--- config.mk ---
export PLATFORM = sky130hd
export DESIGN_NAME = ad3542_spi_tx
export DESIGN_NICKNAME = d
export VERILOG_FILES = /design/src/rtl/ad3542_spi_tx.sv
export SDC_FILE = /design/constraint.sdc
export NUM_CORES = 1
export LEC_CHECK = 0
export BUFFER_PORTS_ARGS = -buffer_cell sky130_fd_sc_hd__buf_2
export CAP_MARGIN = 5
export CORE_UTILIZATION = 67
export CTS_CLUSTER_SIZE = 10
export DETAILED_ROUTE_END_ITERATION = 10
export GPL_TIMING_DRIVEN = 0
export HOLD_SLACK_MARGIN = 0.03
export PLACE_DENSITY_LB_ADDON = 0.15
export SLEW_MARGIN = 40
export SYNTH_ARGS = -nofsm -noshare
export SYNTH_HDL_FRONTEND = slang
export SYNTH_SLANG_ARGS = --single-unit
--- constraint.sdc ---
create_clock -name clk -period 9.8 [get_ports clk]
set_input_delay 0.49 -clock clk [delete_from_list [all_inputs] [get_ports clk]]
set_output_delay 0.49 -clock clk [all_outputs]
set_load 0.02 [all_outputs]
--- src/rtl/ad3542_spi_tx.sv ---
`timescale 1ns/1ps
// ad3542_spi_tx
//   Buffers 16-bit samples from the sequencer in a small FIFO and serializes
//   each one as a 24-bit SPI write frame {1'b0, REG_ADDR, data} to an AD3542.
//   The producer cannot be stalled: a sample arriving on a full FIFO is
//   dropped and the sticky overflow flag is raised.
//
// Configuration macro: AD3542_LDAC_PULSE_EN
//   defined   : ldac_n pulses low for LDAC_W cycles starting one cycle after
//               cs_n rises; the inter-frame gap stretches to cover the pulse.
//   undefined : ldac_n held at 1 (DAC auto-update mode).
//
// Ports
//   clk            in   system clock
//   reset          in   asynchronous, active-high reset
//   data_in[15:0]  in   sample
//   valid_in       in   sample strobe, at most one per cycle
//   clear_overflow in   one-cycle pulse, clears overflow (a same-cycle drop wins)
//   busy           out  FIFO non-empty or serializer active
//   overflow       out  sticky sample-dropped flag
//   cs_n           out  SPI chip select, active low
//   sclk           out  SPI clock, mode 0
//   sdo            out  SPI data, MSB first, changes while sclk is low
//   ldac_n         out  DAC load strobe, active low
module ad3542_spi_tx #(
  parameter int unsigned CLK_DIV  = 2,
  parameter int unsigned CS_GAP   = 4,
  parameter int unsigned FIFO_AW  = 4,
  parameter logic [6:0]  REG_ADDR = 7'h2C,
  parameter int unsigned LDAC_W   = 4
) (
  input  logic        clk,
  input  logic        reset,
  input  logic [15:0] data_in,
  input  logic        valid_in,
  input  logic        clear_overflow,
  output logic        busy,
  output logic        overflow,
  output logic        cs_n,
  output logic        sclk,
  output logic        sdo,
  output logic        ldac_n
);

`ifdef AD3542_LDAC_PULSE_EN
  localparam logic LDAC_EN = 1'b1;
`else
  localparam logic LDAC_EN = 1'b0;
`endif

  localparam int unsigned DEPTH   = 2 ** FIFO_AW;
  // The gap must outlast the ldac_n pulse so cs_n never falls while it is low.
  localparam int unsigned GAP_LEN = (LDAC_EN && (LDAC_W > CS_GAP)) ? LDAC_W : CS_GAP;
  localparam int unsigned CNT_W   = 16;
  localparam logic [CNT_W-1:0] DIV_LAST = CNT_W'(CLK_DIV - 1);
  localparam logic [CNT_W-1:0] GAP_LAST = CNT_W'(GAP_LEN - 1);
  localparam logic [CNT_W-1:0] LDAC_LEN = CNT_W'(LDAC_W);
  localparam logic [4:0]       BIT_LAST = 5'd23;

  typedef enum logic [2:0] {
    S_IDLE  = 3'd0,
    S_SETUP = 3'd1,
    S_SHIFT = 3'd2,
    S_HOLD  = 3'd3,
    S_GAP   = 3'd4
  } state_t;

  state_t             state_q, state_d;
  logic [CNT_W-1:0]   cnt_q, cnt_d;
  logic [4:0]         bit_q, bit_d;
  logic [23:0]        shift_q, shift_d;
  logic               cs_n_q, cs_n_d;
  logic               sclk_q, sclk_d;
  logic               sdo_q, sdo_d;
  logic               ldac_n_q, ldac_n_d;
  logic               busy_q, busy_d;
  logic               overflow_q, overflow_d;

  logic [15:0]        mem_q [DEPTH];
  logic [FIFO_AW-1:0] wr_ptr_q, wr_ptr_d;
  logic [FIFO_AW-1:0] rd_ptr_q, rd_ptr_d;
  logic [FIFO_AW:0]   count_q, count_d;

  logic               fifo_empty_s;
  logic               fifo_full_s;
  logic               pop_s;
  logic               push_s;
  logic               drop_s;
  logic [23:0]        frame_s;

  assign fifo_empty_s = (count_q == '0);
  assign fifo_full_s  = (count_q == (FIFO_AW+1)'(DEPTH));
  assign pop_s        = (state_q == S_IDLE) && !fifo_empty_s;
  // A full FIFO still accepts a sample when the head leaves in the same cycle.
  assign push_s       = valid_in && (!fifo_full_s || pop_s);
  assign drop_s       = valid_in && fifo_full_s && !pop_s;
  assign frame_s      = {1'b0, REG_ADDR, mem_q[rd_ptr_q]};

  // FIFO pointer/occupancy and sticky overflow next-state
  always_comb begin
    wr_ptr_d   = wr_ptr_q;
    rd_ptr_d   = rd_ptr_q;
    count_d    = count_q;
    overflow_d = overflow_q;
    if (push_s) begin
      wr_ptr_d = wr_ptr_q + FIFO_AW'(1);
    end else begin
      wr_ptr_d = wr_ptr_q;
    end
    if (pop_s) begin
      rd_ptr_d = rd_ptr_q + FIFO_AW'(1);
    end else begin
      rd_ptr_d = rd_ptr_q;
    end
    case ({push_s, pop_s})
      2'b10:   count_d = count_q + (FIFO_AW+1)'(1);
      2'b01:   count_d = count_q - (FIFO_AW+1)'(1);
      default: count_d = count_q;
    endcase
    if (drop_s) begin
      overflow_d = 1'b1;
    end else if (clear_overflow) begin
      overflow_d = 1'b0;
    end else begin
      overflow_d = overflow_q;
    end
  end

  // Serializer FSM next-state and registered-output values
  always_comb begin
    state_d  = state_q;
    cnt_d    = cnt_q;
    bit_d    = bit_q;
    shift_d  = shift_q;
    cs_n_d   = cs_n_q;
    sclk_d   = sclk_q;
    sdo_d    = sdo_q;
    ldac_n_d = 1'b1;
    case (state_q)
      S_IDLE: begin
        if (!fifo_empty_s) begin
          shift_d = frame_s;
          sdo_d   = frame_s[23];
          cs_n_d  = 1'b0;
          cnt_d   = '0;
          bit_d   = 5'd0;
          state_d = S_SETUP;
        end else begin
          cs_n_d  = 1'b1;
          sclk_d  = 1'b0;
        end
      end
      S_SETUP: begin
        if (cnt_q == DIV_LAST) begin
          cnt_d   = '0;
          sclk_d  = 1'b1;
          state_d = S_SHIFT;
        end else begin
          cnt_d   = cnt_q + CNT_W'(1);
        end
      end
      S_SHIFT: begin
        if (cnt_q == DIV_LAST) begin
          cnt_d = '0;
          if (sclk_q) begin
            // Falling edge: present the next bit for the following rising edge.
            sclk_d  = 1'b0;
            shift_d = {shift_q[22:0], 1'b0};
            sdo_d   = shift_q[22];
          end else if (bit_q == BIT_LAST) begin
            state_d = S_HOLD;
          end else begin
            bit_d   = bit_q + 5'd1;
            sclk_d  = 1'b1;
          end
        end else begin
          cnt_d = cnt_q + CNT_W'(1);
        end
      end
      S_HOLD: begin
        if (cnt_q == DIV_LAST) begin
          cnt_d   = '0;
          cs_n_d  = 1'b1;
          sdo_d   = 1'b0;
          state_d = S_GAP;
        end else begin
          cnt_d   = cnt_q + CNT_W'(1);
        end
      end
      S_GAP: begin
        // ldac_n is low on the LDAC_W edges following the cs_n rise.
        if (LDAC_EN && (cnt_q < LDAC_LEN)) begin
          ldac_n_d = 1'b0;
        end else begin
          ldac_n_d = 1'b1;
        end
        if (cnt_q == GAP_LAST) begin
          cnt_d   = '0;
          state_d = S_IDLE;
        end else begin
          cnt_d   = cnt_q + CNT_W'(1);
        end
      end
      default: begin
        state_d = S_IDLE;
        cnt_d   = '0;
        bit_d   = 5'd0;
        cs_n_d  = 1'b1;
        sclk_d  = 1'b0;
        sdo_d   = 1'b0;
      end
    endcase
    busy_d = (count_d != '0) || (state_d != S_IDLE);
  end

  // Control and output registers
  always_ff @(posedge clk or posedge reset) begin
    if (reset) begin
      state_q    <= S_IDLE;
      cnt_q      <= '0;
      bit_q      <= 5'd0;
      shift_q    <= 24'd0;
      cs_n_q     <= 1'b1;
      sclk_q     <= 1'b0;
      sdo_q      <= 1'b0;
      ldac_n_q   <= 1'b1;
      busy_q     <= 1'b0;
      overflow_q <= 1'b0;
      wr_ptr_q   <= '0;
      rd_ptr_q   <= '0;
      count_q    <= '0;
    end else begin
      state_q    <= state_d;
      cnt_q      <= cnt_d;
      bit_q      <= bit_d;
      shift_q    <= shift_d;
      cs_n_q     <= cs_n_d;
      sclk_q     <= sclk_d;
      sdo_q      <= sdo_d;
      ldac_n_q   <= ldac_n_d;
      busy_q     <= busy_d;
      overflow_q <= overflow_d;
      wr_ptr_q   <= wr_ptr_d;
      rd_ptr_q   <= rd_ptr_d;
      count_q    <= count_d;
    end
  end

  // FIFO storage; contents need no reset since occupancy is tracked separately
  always_ff @(posedge clk) begin
    if (push_s) begin
      mem_q[wr_ptr_q] <= data_in;
    end
  end

  assign busy     = busy_q;
  assign overflow = overflow_q;
  assign cs_n     = cs_n_q;
  assign sclk     = sclk_q;
  assign sdo      = sdo_q;
  assign ldac_n   = ldac_n_q;

endmodule
=== Word-level counts from Yosys, hierarchy flattened ===
Memories as Yosys holds them, arrays and structs flattened.
Cells that the tools add are included.

* Memory bits (read-only): 0
* Input bits: 20
* Output and inout port bits: 6
* Latch bits: 0
* Memories kept: 1
* Memory bits (writable): 256
* Logic and storage cells: 105
* Flip-flop bits (word level): 65

* Order comparisons: 0
* Reductions and logical operators: 25
* Divide/modulo/power cells: 0
* Equality and inequality tests: 18
* Add/subtract/negate cells: 6
* Bitwise gates (word level): 4
* Multiplexer cells: 39
* Shift-type cells: 0
* Multiply operators: 0

{| class="wikitable"
|+ Memories
! name !! depth !! width !! rd ports !! clocked after Yosys merged registers in !! write ports !! line !! source
|-
| mem_q || 16 || 16 || 1 || 0 || 1 || 79 || <nowiki>logic [15:0] mem_q [DEPTH];</nowiki>
|}

{| class="wikitable"
|+ Operator list
! kind !! count
|-
| two-way mux 23 bit || 3
|-
| two-way mux 16 bit || 3
|-
| case mux 16 bit (3 select lines) || 1
|-
| case mux 23 bit (2 select lines) || 1
|-
| two-way mux 3 bit || 7
|-
| two-way mux 5 bit || 4
|-
| adder 16 x 1 -> 16 bit, second input constant || 1
|-
| == test 16 x 1 -> 1 bit, second input constant || 1
|-
| == test 16 x 2 -> 1 bit, second input constant || 1
|-
| != test 2 bit, second input constant || 8
|-
| case mux 3 bit (5 select lines) || 1
|-
| case mux 5 bit (3 select lines) || 1
|-
| two-way mux 1 bit || 14
|-
| adder 5 x 1 -> 5 bit, second input constant || 2
|-
| == test 5 bit, second input constant || 2
|-
| case mux 5 bit (2 select lines) || 1
|-
| AND reduction 5 bit || 2
|-
| OR reduction 3 bit || 3
|-
| adder 4 x 1 -> 4 bit, second input constant || 2
|-
| case mux 1 bit (4 select lines) || 2
|-
| AND reduction 4 bit || 2
|-
| == test 3 x 2 -> 1 bit, second input constant || 2
|-
| logical NOT 5 bit || 1
|-
| nonzero test 5 bit || 1
|-
| 15 further kinds || 26
|}

=== Depth between registers and ports, before layout ===
Gate-level depths: netlist of run 1.

* Depth after elaboration: 9
* Mapped depth: 12
* Gate-level depth less buffers: 10

=== Worst setup path after synthesis of run 1 ===
Ideal clock, no wire load.

* Path kind: reg2reg
* Start point: reg count_q[0]
* End point: reg busy_q (netlist: busy)
* Data arrival time: 3306 ps
* Period minus slack after synthesis: 3444 ps
* Slack: 6356 ps
* Stages on the path, launching flop included: 13
* Buffers on the path: 2
* Setup time: 139 ps
* Path through: dfrtp_1 > buf_6 > or4_4 > o21ai_1 > buf_2 > nor2_1 > xor2_1 > ha_1 > nand2b_1 > a311oi_1 > a31oi_1 > or4_1 > or4b_1

* Word-level cells in the longest chain between the ends: 9
* Elaborated cells between the ends (all ways): 17
* Those cells by class: add/sub: 2; eq/ne: 3; mux: 3; reduce/logical: 9

{| class="wikitable"
|+ RTL lines
! what !! line !! source
|-
| from (decl) || 82 || <nowiki>logic [FIFO_AW:0] count_q, count_d;</nowiki>
|-
| from (signal assigned) || 245 || <nowiki>count_q <= count_d;</nowiki>
|-
| logical NOT 5 bit || 91 || <nowiki>assign fifo_empty_s = (count_q == '0);</nowiki>
|-
| logical NOT 1 bit || n/a ||
|-
| logical AND 1 bit || 93 || <nowiki>assign pop_s = (state_q == S_IDLE) && !fifo_empty_s;</nowiki>
|-
| logical OR 1 bit || 95 || <nowiki>assign push_s = valid_in && (!fifo_full_s || pop_s);</nowiki>
|-
| logical AND 1 bit || 95 ||
|-
| == test 2 x 1 -> 1 bit or == test 2 bit (tied branches) || 115 || <nowiki>case ({push_s, pop_s})</nowiki>
|-
| case mux 5 bit (2 select lines) || 115 ||
|-
| nonzero test 5 bit || 213 || <nowiki>busy_d = (count_d != '0) || (state_d != S_IDLE);</nowiki>
|-
| logical OR 1 bit * || 213 ||
|-
| net busy_d || 76 || <nowiki>logic busy_q, busy_d;</nowiki>
|-
| to (signal assigned) || 241 || <nowiki>busy_q <= busy_d;</nowiki>
|-
| to (decl) || 76 ||
|}

The timed path passes the listed nets; every way through them passes the cells marked *.
A chain may end at the register's enable or synchronous reset.

=== Final worst setup path of run 1 ===
Same ends and word-level chain as after synthesis.

==> results.json, run 1 <==
{
  "numCtsBuffers": 38,
  "critPathCaptureType": "flip-flop",
  "ys_types": 59,
  "synth.largest_area_cell": "edfxtp_1",
  "reg2reg_depth": 12,
  "place_area_um2": 13800,
  "yosysSeqAreaShare": 0.708,
  "cts_tree": "done",
  "htreeDepth": 2,
  "grt_pass1_vias": 7543,
  "cts.sink_count": 321,
  "ff2ff_setup_slack_ps": 5990,
  "nNetsFinal": 859,
  "max_slew_margin": 0.457,
  "synth_edf_count": 256,
  "grt_pass1_wl_mm": 42.9,
  "dpl_worst_slack_ps": 6050,
  "antenna_found_initial": 0,
  "io_buffers": 23,
  "die_y_um": 142,
  "diodes": 0,
  "layout-drive-gt1-share": 0.218,
  "synth_ff_type": "edfxtp_1",
  "clkTransAtPathRegs_ps": 60,
  "grt_max_degree": 45,
  "r2r_start": "count_q[0]",
  "routedWlPerCell_um": 24.9,
  "cap_violations": 0,
  "cp.required_ps": 10190,
  "power_leakage_nw": 5.09,
  "synth-simple-area-share": 0.0668,
  "grt_remaining_overflow": 0,
  "final-hold-violation-count": 0,
  "fin_ws_ps": 5990,
  "r2r_end": "busy",
  "n_fill_cell": 988,
  "regArea_um2": 9320,
  "rows": 50,
  "yosysTopAreaCellShare": 0.585,
  "finalInstanceArea_um2": 14900,
  "synth_xor_xnor_area_share": 0.00799,
  "synthAdderAreaFrac": 0.00856,
  "syn-cell-area_um2": 13200,
  "synth_cells": 756,
  "synthToLayoutAreaGrowth_pct": 13.4,
  "dieArea_um2": 20200,
  "top_layer": "met4",
  "finalCritPeriodShare": 0.389,
  "finalClockSkew_ps": 18.1,
  "insertion_delay_ps": 530,
  "hpwlAfterDp_mm": 17.3,
  "grt_use_total": 0.293,
  "start_kind": "flip-flop",
  "num_vias": 7422,
  "num_io_pins": 26,
  "gp_congestion": 0.900,
  "start_util": 0.694,
  "ant_nets": 0,
  "drc": 0,
  "synth-seq-cells": 321,
  "core-area_um2": 19000,
  "met2_length_mm": 14.4,
  "hold_class": "primary input to flip-flop",
  "crit_start": "count_q[0]",
  "drt_pass1_iterations": 7,
  "synth_area_leaders": "edfxtp_1, dfrtp_1, mux4_2",
  "die_w_um": 142,
  "vias_per_cell": 6.64,
  "worstSetupPathType": "flip-flop to flip-flop",
  "cp-endpoint": "busy",
  "stdcell_count": 1118,
  "synth_fp_nets": 785,
  "worst_pin_slew_ps": 814,
  "synth.avg_cell_area_um2": 17.4,
  "power_density_nw_per_um2": 217,
  "drt-met1-wl_mm": 10.9,
  "min_period_ps": 3810,
  "multi_input_area_um2": 3710,
  "yosys-mux-area-fraction": 0.135,
  "crit_fanout": 10,
  "cp_data_arrival_time_ps": 4200,
  "drt_iter0_drc": 603,
  "finalWirelength_mm": 27.8,
  "clockBufferDepth": 3,
  "fmax_mhz": 263,
  "yosysWarnings": 0,
  "dp_cells": 1049,
  "peakVddDrop_v": 0.000172,
  "synth_compound_area_frac": 0.0545,
  "wl_met3_mm": 1.86,
  "cts_root_buf": "clkbuf_16",
  "tns_ps": 0,
  "min_path_cells": 2,
  "status": "complete, no violations",
  "rsz0062_at_grt": "false",
  "final_core_util": 0.787,
  "setup-violations-final": 0,
  "drv_slew": 0,
  "synth_top_family_by_area": "multiplexers",
  "synthArstFlopShare": 0.202
}
-- power breakdown --
| group | switching [W] | internal [W] |
|---|---|---|
| clock | 0.000525 | 0.000739 |
| sequential | 0.0000436 | 0.00160 |
| combinational | 0.000215 | 0.000106 |
-- how the worst min path moves through the flow --
stage                        to            from  slack (ps)
floorplan           shift_q[17]     shift_q[16]         450
global placement    shift_q[20]     shift_q[19]         460
detailed placement  shift_q[22]     shift_q[21]         470
CTS                    overflow  clear_overflow         150
global route           overflow  clear_overflow         180
finish                 overflow  clear_overflow         160
-- metal layers --
metal  track usage  up-vias
met5             0        -
met4        0.0911        0
met3        0.0511       43
met2         0.506      303
met1         0.385     3875
li1              -     3201
-- worst max-delay path, cell delays in order (launching register included) --
cell and delay (ps):
dfrtp_1 390, buf_6 150, or4_4 570, o21ai_1 220, buf_2 290, nor2_1 100, xor2_1 150, ha_1 290
nand2b_1 190, a311oi_1 290, a31oi_1 60, or4_1 480, or4b_1 510
-- stage by stage --
step / hold slack (ps) / power (W)
after floorplan: 446 / 0.00185
after global placement: 459 / 0.00193
after detailed placement: 471 / 0.00199
after CTS: 153 / 0.00324
after global routing: 177 / 0.00333
final: 164 / 0.00323
-- layout make-up --
| class | count | area share |
|---|---|---|
| tap | 260 | 0.0218 |
| inverter | 13 | 0.00344 |
| timing repair buffer | 34 | 0.0143 |
| multi-input combinational | 379 | 0.248 |
| buffer | 43 | 0.0133 |
| sequential | 321 | 0.624 |
| clock buffer | 65 | 0.0712 |
| clock inverter | 3 | 0.00294 |
-- kinds of logic after synthesis --
group,count (synthesis)
fa+ha+maj,9
mux,97
buf+inv,56
flops,321
compound gates,103
other cells,1
simple gates,157
xor+xnor,12
-- synth_stat cells, types with 5 or more instances --
cell type and instances:
a21oi_1 20, a221o_1 15, a31oi_1 16, and4_1 6
buf_1 5, buf_2 10, clkbuf_1 24, dfrtp_1 64
edfxtp_1 256, ha_1 9, inv_1 13, mux2i_1 32
mux4_2 64, nand2_1 39, nand2b_1 7, nand3_1 20
nand4_1 11, nor2_1 30, nor3_1 12, o21ai_0 10
o22ai_1 15, xnor2_1 9
-- flip-flops by register name, indices dropped and copies added, names as in the netlist --
signal	flops
sclk	1
cs_n	1
bit_q	5
mem_q	256
state_q	3
overflow	1
rd_ptr_q	4
shift_q	23
busy	1
count_q	5
sdo	1
wr_ptr_q	4
cnt_q	16
-- placed cells by master, fill, tap and decap left out, drive strengths merged, types with 6 or more instances in the layout --
cell,instances
a21oi,20
a221o,15
nand4,11
nor2,30
xnor2,9
dfrtp,64
mux4,64
and4,6
nand2b,7
buf,52
edfxtp,256
o22ai,15
ha,9
nor3,12
inv,14
clkbuf,89
o21ai,11
a31oi,16
nand3,21
mux2i,32
nand2,39
-- what timing repair did --
action                                  in CTS  in global routing
endpoints found under the setup margin       0                  0
endpoints found under the hold margin       21                  0
buffers inserted                             0                  0
gates resized for setup                      0                  0
hold buffers                                 1                  0
Note: power is estimated with default switching activity, not from simulation.
==> run 2: changes to the inputs <==
CORE_UTILIZATION = 62   (was 67)
clock period = 3.8 ns   (was 9.8 ns; I/O delays follow)
==> run 2 against run 1 <==
Against the previous run:
- clock power grew to 2.5 times the previous value
- non-clock buffer count is 11 higher
- wire length grew 0.93%
- via count is 0.38% higher
- worst hold slack worse by 110 ps
- cell count rose by 0.72%
- register-to-register slack worse by 5900 ps
- clock skew down 1.7 ps
- maximum frequency is 3.3% higher
- largest cell class unchanged
- combinational power grew to 2.7 times the previous value
- first-iteration DRC count rose by 16%
==> results.json, run 2 (same netlist as run 1, synthesis figures left out) <==
{
  "insertion_delay_ps": 520,
  "max_slew_margin": 0.428,
  "grt_use_total": 0.275,
  "reg2reg_depth": 12,
  "clockBufferDepth": 3,
  "diodes": 0,
  "crit_path_top_delay_cell": "or4_4",
  "htreeDepth": 2,
  "nNetsFinal": 870,
  "grt_pass1_vias": 7848,
  "synthToLayoutAreaGrowth_pct": 14.2,
  "power_density_nw_per_um2": 552,
  "status": "complete, no violations",
  "io_buffers": 23,
  "min_to": "mem_q[12][8]",
  "tns_ps": 0,
  "worst_pin_slew_ps": 857,
  "r2r_start": "count_q[0]",
  "drv_slew": 0,
  "start_util": 0.642,
  "grt_max_degree": 43,
  "min_period_ps": 3690,
  "die_w_um": 148,
  "drt_pass1_iterations": 5,
  "numCtsBuffers": 38,
  "drt_iter0_drc": 699,
  "peakVddDrop_v": 0.000492,
  "total_power_w": 0.00830,
  "drc": 0,
  "cts_tree": "done",
  "grt_pass1_wl_mm": 44.1,
  "worstSetupPathType": "flip-flop to flip-flop",
  "clkTransAtPathRegs_ps": 60,
  "hold_class": "primary input to flip-flop",
  "die_y_um": 148,
  "crit_path_max_incr_delay_ps": 570,
  "grt_remaining_overflow": 0,
  "reg_top3": "mem_q (256), shift_q (23), cnt_q (16)",
  "num_vias": 7450,
  "finalClockSkew_ps": 16.3,
  "fmax_mhz": 271,
  "gp_congestion": 0.883,
  "vias_per_cell": 6.62,
  "power_leakage_nw": 5.16,
  "core-area_um2": 20500,
  "critPathCaptureType": "flip-flop",
  "ant_nets": 0,
  "worstPathCellList": "buf_6 > or4_4 > o21ai_1 > buf_4 > nor2_1 > xor2_1 > ha_1 > nand2b_1 > a311oi_1 > a31oi_1 > or4_1 > or4b_1",
  "crit_fanout": 8,
  "cts_root_buf": "clkbuf_16",
  "finalWirelength_mm": 28.1,
  "min_path_cells": 1,
  "start_kind": "flip-flop",
  "layout-drive-gt1-share": 0.232,
  "cap_violations": 0,
  "worstHoldStart": "data_in[8]",
  "cp_data_arrival_time_ps": 4080,
  "cts.sink_count": 321,
  "mostFrequentLayoutCell": "edfxtp_1",
  "largest_reg_flops": 256,
  "ff2ff_setup_slack_ps": 110,
  "final-hold-violation-count": 0,
  "routedWlPerCell_um": 24.9,
  "n_fill_cell": 1183,
  "hpwlAfterDp_mm": 17.6,
  "antenna_found_initial": 0,
  "r2r_end": "busy",
  "setup-violations-final": 0,
  "top_register": "mem_q",
  "dieArea_um2": 21800,
  "final_cell_mix": "edfxtp_1, mux4_2, dfrtp_1",
  "cp.required_ps": 4200,
  "rows": 52,
  "finalCritPeriodShare": 0.970,
  "num_io_pins": 26
}
==> run 2: layout make-up <==
cell class / instances / area (µm²) / share of cell area
buffer: 43 / 203 / 0.0135
clock buffer: 52 / 1030 / 0.0689
clock inverter: 3 / 41.3 / 0.00275
inverter: 13 / 51.3 / 0.00341
multi-input combinational: 379 / 3710 / 0.247
sequential: 321 / 9320 / 0.620
tap: 270 / 338 / 0.0225
timing repair buffer: 45 / 333 / 0.0222
==> run 2: worst max path at each step <==
stage | startpoint | end | cells after the start
final | count_q[0] | busy | 12
after CTS | count_q[0] | busy | 12
after global placement | state_q[0] | mem_q[3][2] | 5
after detailed placement | count_q[0] | busy | 12
after global routing | state_q[0] | busy | 11
after floorplan | count_q[0] | busy | 12
==> run 2: report_power, final <==
group,switching [W],total (W),internal (W)
clock network,0.00131,0.00319,0.00189
logic,0.000555,0.000855,0.000299
registers,0.000114,0.00425,0.00414
total,0.00198,0.00830,0.00632
==> run 2: critical path: cells and delay by family, from the launching register on <==
family,cells,cell delay [ps]
AOI/OAI and AO/OA,3,600
xor gates and xnor gates,1,150
adders and majority gates,1,280
buffers and inverters,2,320
DFF,1,400
and+or+nand+nor,5,1810
==> run 2: repair_timing <==
action,4_1_cts,5_1_grt
gates resized for setup,1,0
hold endpoints to repair,65,0
pin swaps,0,0
hold buffers,2,0
buffers inserted,0,1
setup endpoints to repair,1,1
==> run 2: layer usage <==
layer	global-route usage	wire length (µm)	vias up
met5	0	0	-
li1	-	-	3217
met4	0.124	1120	0
met2	0.440	13700	388
met1	0.373	11000	3747
met3	0.0503	2310	98
==> run 2: through the flow <==
stage	instance area, µm²	util	hold WS (ps)	std cells	worst slack (ps)
after floorplan	13200	-	289	756	356
after global placement	13600	0.664	391	1049	-894
after detailed placement	13900	0.679	180	1068	1.31
after CTS	15000	0.733	38.4	1125	53.0
after global routing	15000	0.733	47.1	1126	-23.7
final	15000	0.733	58.0	1126	113
